[config.mk]
export PLATFORM = sky130hd
export DESIGN_NAME = inst_fetch
export DESIGN_NICKNAME = d
export VERILOG_FILES = /design/src/rtl/cpu_pkg.sv /design/src/rtl/inst_fetch.sv
export SDC_FILE = /design/constraint.sdc
export NUM_CORES = 1
export LEC_CHECK = 0
export BUFFER_PORTS_ARGS = -buffer_cell sky130_fd_sc_hd__clkbuf_2
export CORE_UTILIZATION = 51
export CTS_BUF_LIST = sky130_fd_sc_hd__clkbuf_4 sky130_fd_sc_hd__clkbuf_8
export CTS_CLUSTER_SIZE = 25
export DETAILED_ROUTE_END_ITERATION = 8
export MAX_ROUTING_LAYER = met4
export PLACE_DENSITY = 0.82
export SYNTH_ARGS = -nofsm -noshare
export SYNTH_HDL_FRONTEND = slang
export SYNTH_SLANG_ARGS = --single-unit
[constraint.sdc]
create_clock -name clk -period 2 [get_ports clk]
set_input_delay 0.3 -clock clk [delete_from_list [all_inputs] [get_ports clk]]
set_output_delay 0.3 -clock clk [all_outputs]
set_load 0.02 [all_outputs]
[src/rtl/cpu_pkg.sv]
// Shared CPU definitions: word widths, opcode encodings and the fetch FSM state type.
package cpu_pkg;

    localparam int unsigned INS_W  = 19;
    localparam int unsigned ADDR_W = 14;
    localparam int unsigned OPC_W  = 5;

    localparam logic [OPC_W-1:0] OP_JMP  = 5'b01101;
    localparam logic [OPC_W-1:0] OP_BEQ  = 5'b01110;
    localparam logic [OPC_W-1:0] OP_BNE  = 5'b01111;
    localparam logic [OPC_W-1:0] OP_CALL = 5'b10000;
    localparam logic [OPC_W-1:0] OP_RET  = 5'b10001;
    localparam logic [OPC_W-1:0] OP_HALT = 5'b11111;

    typedef enum logic [1:0] {
        StFetch    = 2'd0,
        StWaitMem  = 2'd1,
        StWaitExec = 2'd2,
        StHalted   = 2'd3
    } fetch_state_e;

endpackage

[src/rtl/inst_fetch.sv]
// Instruction fetch unit: single-outstanding program-memory reads, redirect/squash handling,
// and the one-cycle load_IR strobe that hands each accepted instruction to the IR.
module inst_fetch
    import cpu_pkg::*;
#(
    parameter int unsigned      ADDR_W  = cpu_pkg::ADDR_W,
    parameter int unsigned      INS_W   = cpu_pkg::INS_W,
    parameter logic [OPC_W-1:0] HALT_OP = OP_HALT
) (
    input  logic              clk,
    input  logic              rst,
    output logic              mem_req,
    output logic [ADDR_W-1:0] mem_addr,
    input  logic [INS_W-1:0]  mem_rdata,
    input  logic              mem_rvalid,
    output logic [INS_W-1:0]  ins,
    output logic              load_IR,
    output logic [ADDR_W-1:0] pc,
    input  logic              fetch_next,
    input  logic              redirect_valid,
    input  logic [ADDR_W-1:0] redirect_addr,
    output logic              halted
);

    localparam logic [ADDR_W-1:0] PcInc = ADDR_W'(1);

    fetch_state_e      r_state;
    logic [ADDR_W-1:0] r_fetch_pc;
    logic [ADDR_W-1:0] r_pc;
    logic [INS_W-1:0]  r_ins;
    logic              r_load_ir;
    logic              r_halted;
    logic              r_squash;
    logic              w_is_halt;

    assign w_is_halt = (mem_rdata[INS_W-1 -: OPC_W] == HALT_OP);

    always_ff @(posedge clk) begin
        if (rst) begin
            r_state    <= StFetch;
            r_fetch_pc <= '0;
            r_pc       <= '0;
            r_ins      <= '0;
            r_load_ir  <= 1'b0;
            r_halted   <= 1'b0;
            r_squash   <= 1'b0;
        end else begin
            r_load_ir <= 1'b0;
            unique case (r_state)
                StFetch: begin
                    // The request still goes out this cycle; its response is discarded later.
                    r_state <= StWaitMem;
                    if (redirect_valid) begin
                        r_fetch_pc <= redirect_addr;
                        r_squash   <= 1'b1;
                    end
                end
                StWaitMem: begin
                    if (mem_rvalid && !r_squash && !redirect_valid) begin
                        r_ins      <= mem_rdata;
                        r_pc       <= r_fetch_pc;
                        r_load_ir  <= 1'b1;
                        r_fetch_pc <= r_fetch_pc + PcInc;
                        if (w_is_halt) begin
                            r_state  <= StHalted;
                            r_halted <= 1'b1;
                        end else begin
                            r_state <= StWaitExec;
                        end
                    end else if (mem_rvalid) begin
                        r_squash <= 1'b0;
                        r_state  <= StFetch;
                        if (redirect_valid) begin
                            r_fetch_pc <= redirect_addr;
                        end
                    end else if (redirect_valid) begin
                        r_fetch_pc <= redirect_addr;
                        r_squash   <= 1'b1;
                    end
                end
                StWaitExec: begin
                    if (redirect_valid) begin
                        r_fetch_pc <= redirect_addr;
                        r_state    <= StFetch;
                    end else if (fetch_next) begin
                        r_state <= StFetch;
                    end
                end
                StHalted: begin
                    r_state <= StHalted;
                end
                default: begin
                    r_state <= StFetch;
                end
            endcase
        end
    end

    // Gated by rst so no request is visible while reset is held.
    assign mem_req  = (r_state == StFetch) && !rst;
    assign mem_addr = r_fetch_pc;
    assign ins      = r_ins;
    assign pc       = r_pc;
    assign load_IR  = r_load_ir;
    assign halted   = r_halted;

endmodule
Yosys cells after proc, flatten, opt, wreduce, memory -nomap -nowiden
Cells that the tools add are included.

Register bits after elaboration: 52. Latch bits: 0. Memory bits (writable): 0. ROM bits: 0. Word-level logic and storage cells: 45. Memories kept: 0.

$add $sub $neg: 1. $mul: 0. Div/mod/pow operators: 0. $lt $le $gt $ge: 0. Equal/unequal tests: 7. Shift-type cells: 0. Mux-type cells: 14. Bitwise logic cells: 1. Reductions and logical operators: 15.

Operator list (number): 14-bit 2-to-1 mux (2); 14-bit one-hot mux with 2 select lines (1); 14-bit by 1-bit adder with 14-bit output, second input constant (1); 2-bit 2-to-1 mux (4); 2-bit one-hot mux with 4 select lines (1); 3-bit inequality test, second input constant (2); 2-bit AND reduction (3); 5-bit equality test, second input constant (1); 1-bit 2-to-1 mux (5); 2-bit equality test, second input constant (2); 2-bit nonzero test (2); 2-bit OR reduction (2); 1-bit logical AND (3); 1-bit logical NOT (3); 3-bit AND reduction (1); 2-bit by 1-bit equality test with 1-bit output, second input constant (1); 2-bit logical NOT (1); 2-bit inequality test, second input constant (1); 1-bit one-hot mux with 2 select lines (1); 1-bit inverter (1).

Depth between registers and ports, before layout
Gate-level depths: netlist of the first run.

Depth in word-level cells: 5. Mapped depth: 6.

Worst setup path before layout of the first run
OpenSTA, ideal clock, no wires.

Kind: reg-to-reg. Start point: register r_fetch_pc[1] (netlist: mem_addr[1]). End point: register r_fetch_pc[10] (netlist: mem_addr[10]). Setup time: 103 ps. Arrival: 1606 ps. Required time: 1897 ps. Slack: 291 ps. Cell stages (with the launch flop): 6. Clock period less this slack: 1709 ps. Cells stage by stage: dfxtp_1 > ha_1 > nand2_1 > nor3_1 > mux2i_1 > a2111oi_2.

Word-level cells in the longest chain between the ends: 3.

Ends and longest elaborated chain: from (decl) (RTL line inst_fetch.sv:28) `logic [ADDR_W-1:0] r_fetch_pc;`; from (signal assigned) (RTL line inst_fetch.sv:54) `r_fetch_pc <= redirect_addr;`; from (signal assigned) (RTL line inst_fetch.sv:63) `r_fetch_pc <= r_fetch_pc + PcInc;`; from (signal assigned) (RTL line inst_fetch.sv:74) `r_fetch_pc <= redirect_addr;`; 14-bit by 1-bit adder with 14-bit output (RTL line inst_fetch.sv:63); 14-bit 2-to-1 mux (RTL line inst_fetch.sv:59) `if (mem_rvalid && !r_squash && !redirect_valid) begin`; 14-bit one-hot mux with 2 select lines (RTL line inst_fetch.sv:49) `unique case (r_state)`.

Every way passes these cells. A chain may end at the register's enable or synchronous reset.

Worst setup path after layout of the first run
Same ends and word-level chain as after synthesis.

==> impl_metrics.env, run 1 <==
export IMPL_hold_viol=0
export IMPL_synth_xor_area_share=0
export IMPL_die_y_um=71.0
export IMPL_fp_dieArea_mm2=0.00505
export IMPL_ff2ff_path_depth=5
export IMPL_root_buffer="clkbuf_8"
export IMPL_yosysWarningCount=0
export IMPL_htree_levels=2
export IMPL_drc=6
export IMPL_pwr_share_comb=0.170
export IMPL_hold_depth=3
export IMPL_synthAdderAreaFrac=0.00515
export IMPL_grt_setup_unrepaired="no"
export IMPL_clk_pin_slew_ns=0.09
export IMPL_synth_compound_area_frac=0.217
export IMPL_core_area_mm2=0.00447
export IMPL_endpoint_kind="register"
export IMPL_postCtsSetupBuffers=0
export IMPL_seq_area_frac_synth=0.428
export IMPL_p_seq_frac=0.534
export IMPL_dp_cells=436
export IMPL_synth_seq_cells=52
export IMPL_cp_max_fo=9
export IMPL_clockPowerShare=0.296
export IMPL_grtUsageTotal=0.260
export IMPL_ys_flop_type="dfxtp_1"
export IMPL_post_drt_wl_per_cell_um=14.5
export IMPL_dp_hpwl_um=4610
export IMPL_slew_headroom=0.658
export IMPL_worst_slew_pin_slew_ns=0.508
export IMPL_ys_types=45
export IMPL_grt_overflow_total=0
export IMPL_worstHoldStart="mem_rdata[4]"
export IMPL_skew_ns=0.00705
export IMPL_dp_slack_ns=0.0903
export IMPL_synth_async_sr_flop_share=0
export IMPL_p_sw_uw=616
export IMPL_area_growth_syn_to_layout_pct=23.8
export IMPL_period_minus_slack_ns=1.89
export IMPL_maxCapViolCount=0
export IMPL_fin_cells=444
export IMPL_rows=24
export IMPL_dr_pass1_iters=7
export IMPL_r2r_start="mem_addr[1]"
export IMPL_post_route_worst_setup_slack_ns=0.111
export IMPL_fp_dieW_um=71.0
export IMPL_final_nets=430
export IMPL_synth_fp_nets=348
export IMPL_clkLatencyLatePin_ns=0.30
export IMPL_path_class="reg2reg"
export IMPL_antenna_left=0
export IMPL_gp_congestion=0.883
export IMPL_antenna_found_initial=0
export IMPL_ctsLongestPathBuffers=2
export IMPL_startpoint_type="register"
export IMPL_cp_required_ns=2.20
export IMPL_r2r_setup_slack_ns=0.11
export IMPL_arrival_ns=2.09
export IMPL_hold_ws_ns=0.211
export IMPL_num_vias=2610
export IMPL_mostFrequentLayoutCells="87 x clkbuf_2, 74 x nand2_1, 51 x dfxtp_1, 47 x a21oi_1, 11 x buf_4"
export IMPL_status="finished with violations"
export IMPL_avgSynthCellArea_um2=7.87
export IMPL_setup_viol=0
export IMPL_cts_tree="done"
export IMPL_power_leakage_uw=0.00122
export IMPL_min_to="ins[4]"
export IMPL_synth_top_family_by_area="simple AND/OR/NAND/NOR gates"
export IMPL_synth_mux_area_frac=0.0371
export IMPL_power_density_mw_per_mm2=709
export IMPL_yosys_area_share_simple=0.258
export IMPL_setup_tns_ns=0
export IMPL_fmax_mhz=529
export IMPL_io_pin_count=88
export IMPL_period_share=0.944
export IMPL_violations="design-rule violations"
export IMPL_rr_endpoint="mem_addr[10]"
export IMPL_cts_sinks=52
export IMPL_initial_core_util=0.543
export IMPL_initialDrtViolationCount=194
export IMPL_mostFrequentLayoutCell="clkbuf_2"
export IMPL_grt_start_max_net_pins=33
export IMPL_drive_above_1_share=0.291
export IMPL_synth_edf_count=0
export IMPL_power_internal_uw=1520
export IMPL_switching_share=0.289
export IMPL_vdd_drop_max_v=0.000368
export IMPL_grt_pass1_wl_um=10300
export IMPL_drv_slew=0
export IMPL_num_antenna_cells=0
export IMPL_hold_path_class="in2reg"
export IMPL_cts_made_buffers=5
export IMPL_finalCoreUtilization=0.673
export IMPL_wirelength_um=6420
export IMPL_port_buffers=87
export IMPL_syn_inst=309
export IMPL_syn_area_mm2=0.00243
export IMPL_grt_pass1_vias=2260
export IMPL_vias_per_cell=5.88
==> synthesized netlist by cell type (2+ instances only) <==
master / count / area share
nor2b_1: 2 / 0.0051
and2_1: 2 / 0.0051
a21oi_1: 47 / 0.097
inv_1: 5 / 0.0077
clkbuf_1: 9 / 0.014
dfxtp_1: 52 / 0.43
nand3b_1: 2 / 0.0062
nor4_1: 6 / 0.015
o21ai_0: 10 / 0.021
a32oi_1: 3 / 0.011
nor3_1: 8 / 0.016
nor3b_1: 2 / 0.0062
a221oi_1: 3 / 0.011
nand2b_1: 3 / 0.0077
nand4_1: 4 / 0.010
nand3_1: 8 / 0.016
and3_1: 2 / 0.0051
o22ai_1: 5 / 0.013
nor2_1: 10 / 0.015
a211oi_1: 7 / 0.022
nand2_1: 74 / 0.11
mux2i_1: 9 / 0.037
o32ai_1: 2 / 0.0072
buf_2: 13 / 0.027
==> repair_timing <==
item                       CTS  global route
setup endpoints to repair    0             2
resized for setup            0             2
hold buffers                 0             0
==> worst max-delay path, stage by stage, from the launching register on <==
cell and delay (ns):
dfxtp_1 0.57, ha_1 0.31, nand2_1 0.17, nor3_1 0.25
mux2i_1 0.12, a2111oi_2 0.36
==> flip-flops by register name, indices dropped and copies added (netlist names) <==
name / cells
ins: 19
r_state: 2
halted: 1
pc: 14
mem_addr: 14
r_squash: 1
load_IR: 1
==> area by class of cell <==
class / count / area [um^2]
fillers: 381 / 1470
multi-input cells: 228 / 1260
flip-flops and latches: 52 / 1040
repair buffers: 98 / 518
clock buffers: 7 / 90.1
well taps: 52 / 65.1
inverters: 6 / 22.5
clock inverters: 1 / 7.51
==> power groups by stage <==
| stage | Clock (uW) | Sequential, uW | Combinational, uW |
|---|---|---|---|
| floorplan | 0 | 1190 | 191 |
| global placement | 0 | 1160 | 354 |
| detailed placement | 0 | 1160 | 359 |
| CTS | 643 | 1140 | 360 |
| global route | 680 | 1140 | 393 |
| finish | 632 | 1140 | 362 |
==> stage by stage <==
stage	area (um^2)	power (uW)
2_1_floorplan	2430	1380
3_3_place_gp	2900	1510
3_5_place_dp	2900	1520
4_1_cts	3000	2140
5_1_grt	3010	2220
6_report	3010	2130
==> how the worst max path moves through the flow <==
stage / cells after the start / slack [ns] / end / from
CTS: 5 / 0.06 / mem_addr[12] / mem_addr[0]
finish: 5 / 0.11 / mem_addr[10] / mem_addr[1]
floorplan: 5 / 0.29 / mem_addr[10] / mem_addr[1]
global route: 5 / 0.0004 / mem_addr[10] / mem_addr[1]
detailed placement: 5 / 0.09 / mem_addr[12] / mem_addr[0]
global placement: 5 / 0.12 / mem_addr[12] / mem_addr[0]
==> cells by family after synthesis <==
kind of cell / count (synthesis)
AND/OR/NAND/NOR: 131
AO/OA/AOI/OAI: 87
flip-flops: 52
buffers and inverters: 29
multiplexers: 9
adder cells (fa/ha/maj): 1
==> layer usage <==
layer | vias to the layer above | part of all wire | global-route usage
met5 | - | 0 | -
met4 | 0 | 0.019 | 0.0733
met3 | 19 | 0.081 | 0.0442
met2 | 136 | 0.47 | 0.417
met1 | 1188 | 0.43 | 0.340
li1 | 1267 | - | -
(Power assumes the default switching activity.)
==> inputs of run 2 (changes only) <==
--- a/config.mk
+++ b/config.mk
@@ -6,12 +6,14 @@
 export NUM_CORES = 1
 export LEC_CHECK = 0
 export BUFFER_PORTS_ARGS = -buffer_cell sky130_fd_sc_hd__clkbuf_2
-export CORE_UTILIZATION = 51
+export CORE_UTILIZATION = 43
 export CTS_BUF_LIST = sky130_fd_sc_hd__clkbuf_4 sky130_fd_sc_hd__clkbuf_8
+export CTS_CLUSTER_DIAMETER = 30
 export CTS_CLUSTER_SIZE = 25
 export DETAILED_ROUTE_END_ITERATION = 8
 export MAX_ROUTING_LAYER = met4
-export PLACE_DENSITY = 0.82
+export PLACE_DENSITY = 0.71
+export RECOVER_POWER = 100
 export SYNTH_ARGS = -nofsm -noshare
 export SYNTH_HDL_FRONTEND = slang
 export SYNTH_SLANG_ARGS = --single-unit
==> run 2 against run 1 <==
The flow now finishes without violations. First-iteration DRC count increased by 25%. Critical path depth is 1 lower. Total power rose by 5.5%. Final area is 0.21% higher. Fmax increased by 3.3%. Critical path type unchanged. Largest power group unchanged.
==> impl_metrics.env, run 2 (same netlist as run 1, synthesis figures left out) <==
export IMPL_power_leakage_uw=0.00108
export IMPL_post_dp_cell_area_mm2=0.00298
export IMPL_vias_per_cell=5.49
export IMPL_slew_headroom=0.623
export IMPL_grt_pass1_wl_um=10600
export IMPL_initial_core_util=0.444
export IMPL_p_seq_frac=0.503
export IMPL_ctsLongestPathBuffers=2
export IMPL_die_y_um=77.2
export IMPL_largest_reg_flops=19
export IMPL_grt_start_max_net_pins=42
export IMPL_hold_depth=3
export IMPL_design_area_mm2=0.00302
export IMPL_grtUsageTotal=0.227
export IMPL_worst_slew_pin_slew_ns=0.560
export IMPL_maxCapViolCount=0
export IMPL_root_buffer="clkbuf_8"
export IMPL_arrival_ns=2.01
export IMPL_pwr_share_comb=0.163
export IMPL_num_vias=2584
export IMPL_mostFrequentLayoutCell="nand2_1"
export IMPL_fmax_mhz=547
export IMPL_htree_levels=2
export IMPL_cts_repair_resized=0
export IMPL_cp_required_ns=2.18
export IMPL_clk_pin_slew_ns=0.10
export IMPL_antenna_left=0
export IMPL_switching_share=0.284
export IMPL_fp_dieArea_mm2=0.00596
export IMPL_hold_viol=0
export IMPL_drv_slew=0
export IMPL_cp_max_fo=8
export IMPL_final_nets=437
export IMPL_power_internal_uw=1610
export IMPL_core_area_mm2=0.00547
export IMPL_gp_congestion=0.911
export IMPL_clockPowerShare=0.334
export IMPL_post_drt_wl_per_cell_um=14.2
export IMPL_ff2ff_path_depth=4
export IMPL_grt_overflow_total=0
export IMPL_clkLatencyLatePin_ns=0.31
export IMPL_mostFrequentLayoutCells="74 x nand2_1, 52 x dfxtp_1, 52 x clkbuf_1, 47 x a21oi_1, 38 x clkbuf_2"
export IMPL_path_class="reg2reg"
export IMPL_period_minus_slack_ns=1.83
export IMPL_cts_made_buffers=5
export IMPL_grt_setup_unrepaired="no"
export IMPL_dp_hpwl_um=4730
export IMPL_seq_area_mm2=0.00104
export IMPL_wirelength_um=6670
export IMPL_dp_cells=463
export IMPL_cts_hold_buffers=0
export IMPL_setup_tns_ns=0
export IMPL_area_growth_syn_to_layout_pct=24.0
export IMPL_rr_endpoint="mem_addr[11]"
export IMPL_drc=0
export IMPL_period_share=0.914
export IMPL_status="complete, no violations"
export IMPL_dr_pass1_iters=5
export IMPL_initialDrtViolationCount=242
export IMPL_hold_path_class="in2reg"
export IMPL_p_sw_uw=640
export IMPL_vdd_drop_max_v=0.000287
export IMPL_num_antenna_cells=0
export IMPL_antenna_found_initial=0
export IMPL_r2r_setup_slack_ns=0.17
export IMPL_startpoint_type="register"
export IMPL_cts_tree="done"
export IMPL_min_to="ins[1]"
export IMPL_port_buffers=87
export IMPL_setup_viol=0
export IMPL_fin_cells=471
export IMPL_cts_sinks=52
export IMPL_endpoint_kind="register"
export IMPL_fp_dieW_um=77.2
export IMPL_n_fill_cell=579
export IMPL_rows=27
export IMPL_worstHoldStart="mem_rdata[1]"
export IMPL_drive_above_1_share=0.163
export IMPL_postCtsSetupBuffers=0
export IMPL_io_pin_count=88
export IMPL_power_density_mw_per_mm2=747
export IMPL_skew_ns=0.00828
export IMPL_multi_input_area_mm2=0.00125
export IMPL_r2r_start="mem_addr[6]"
export IMPL_grt_pass1_vias=2224
==> run 2: through the flow <==
stage | total power, uW | hold WS, ns | worst slack (ns) | util
6_report | 2250 | 0.196 | 0.171 | 0.551
5_1_grt | 2350 | 0.185 | 0.115 | 0.551
4_1_cts | 2280 | 0.191 | 0.292 | 0.566
3_5_place_dp | 1530 | 0.445 | 0.317 | 0.545
3_3_place_gp | 1530 | 0.437 | 0.312 | 0.545
2_1_floorplan | 1380 | 0.436 | 0.291 | -
==> run 2: per-layer routing <==
layer | track usage | routed length (um) | up-vias | part of all wire
met2 | 0.340 | 3080 | 102 | 0.46
li1 | - | - | 1276 | -
met5 | - | 0 | - | 0
met3 | 0.0429 | 409 | 6 | 0.061
met1 | 0.309 | 3120 | 1200 | 0.47
met4 | 0.0698 | 68 | 0 | 0.010
==> run 2: cell type report <==
cell class                      instances  share of cell area
Clock buffer                            6              0.0253
Inverter                                6             0.00747
Timing Repair Buffer                  105               0.165
Tap cell                               72              0.0299
Sequential cell                        52               0.345
Clock inverter                          2              0.0129
Multi-Input combinational cell        228               0.414
==> run 2: power by group through the flow <==
stage          registers, uW  logic (uW)  clock network [uW]
2_1_floorplan           1190         191                   0
3_3_place_gp            1150         378                   0
3_5_place_dp            1150         381                   0
4_1_cts                 1130         382                 767
5_1_grt                 1140         399                 815
6_report                1130         368                 752
==> run 2: worst max-delay path, stage by stage, from the launching register on <==
cell and delay (ns):
dfxtp_1 0.55, nand4_1 0.26, nor4_1 0.57, mux2i_1 0.23
o21ai_0 0.08
==> run 2: worst max-delay path by stage <==
stage	start	endpoint	depth (start not counted)
detailed placement	mem_addr[6]	mem_addr[11]	4
global route	r_state[0]	pc[10]	5
global placement	mem_addr[6]	mem_addr[11]	4
finish	mem_addr[6]	mem_addr[11]	4
CTS	mem_addr[6]	mem_addr[11]	4
floorplan	mem_addr[1]	mem_addr[10]	5
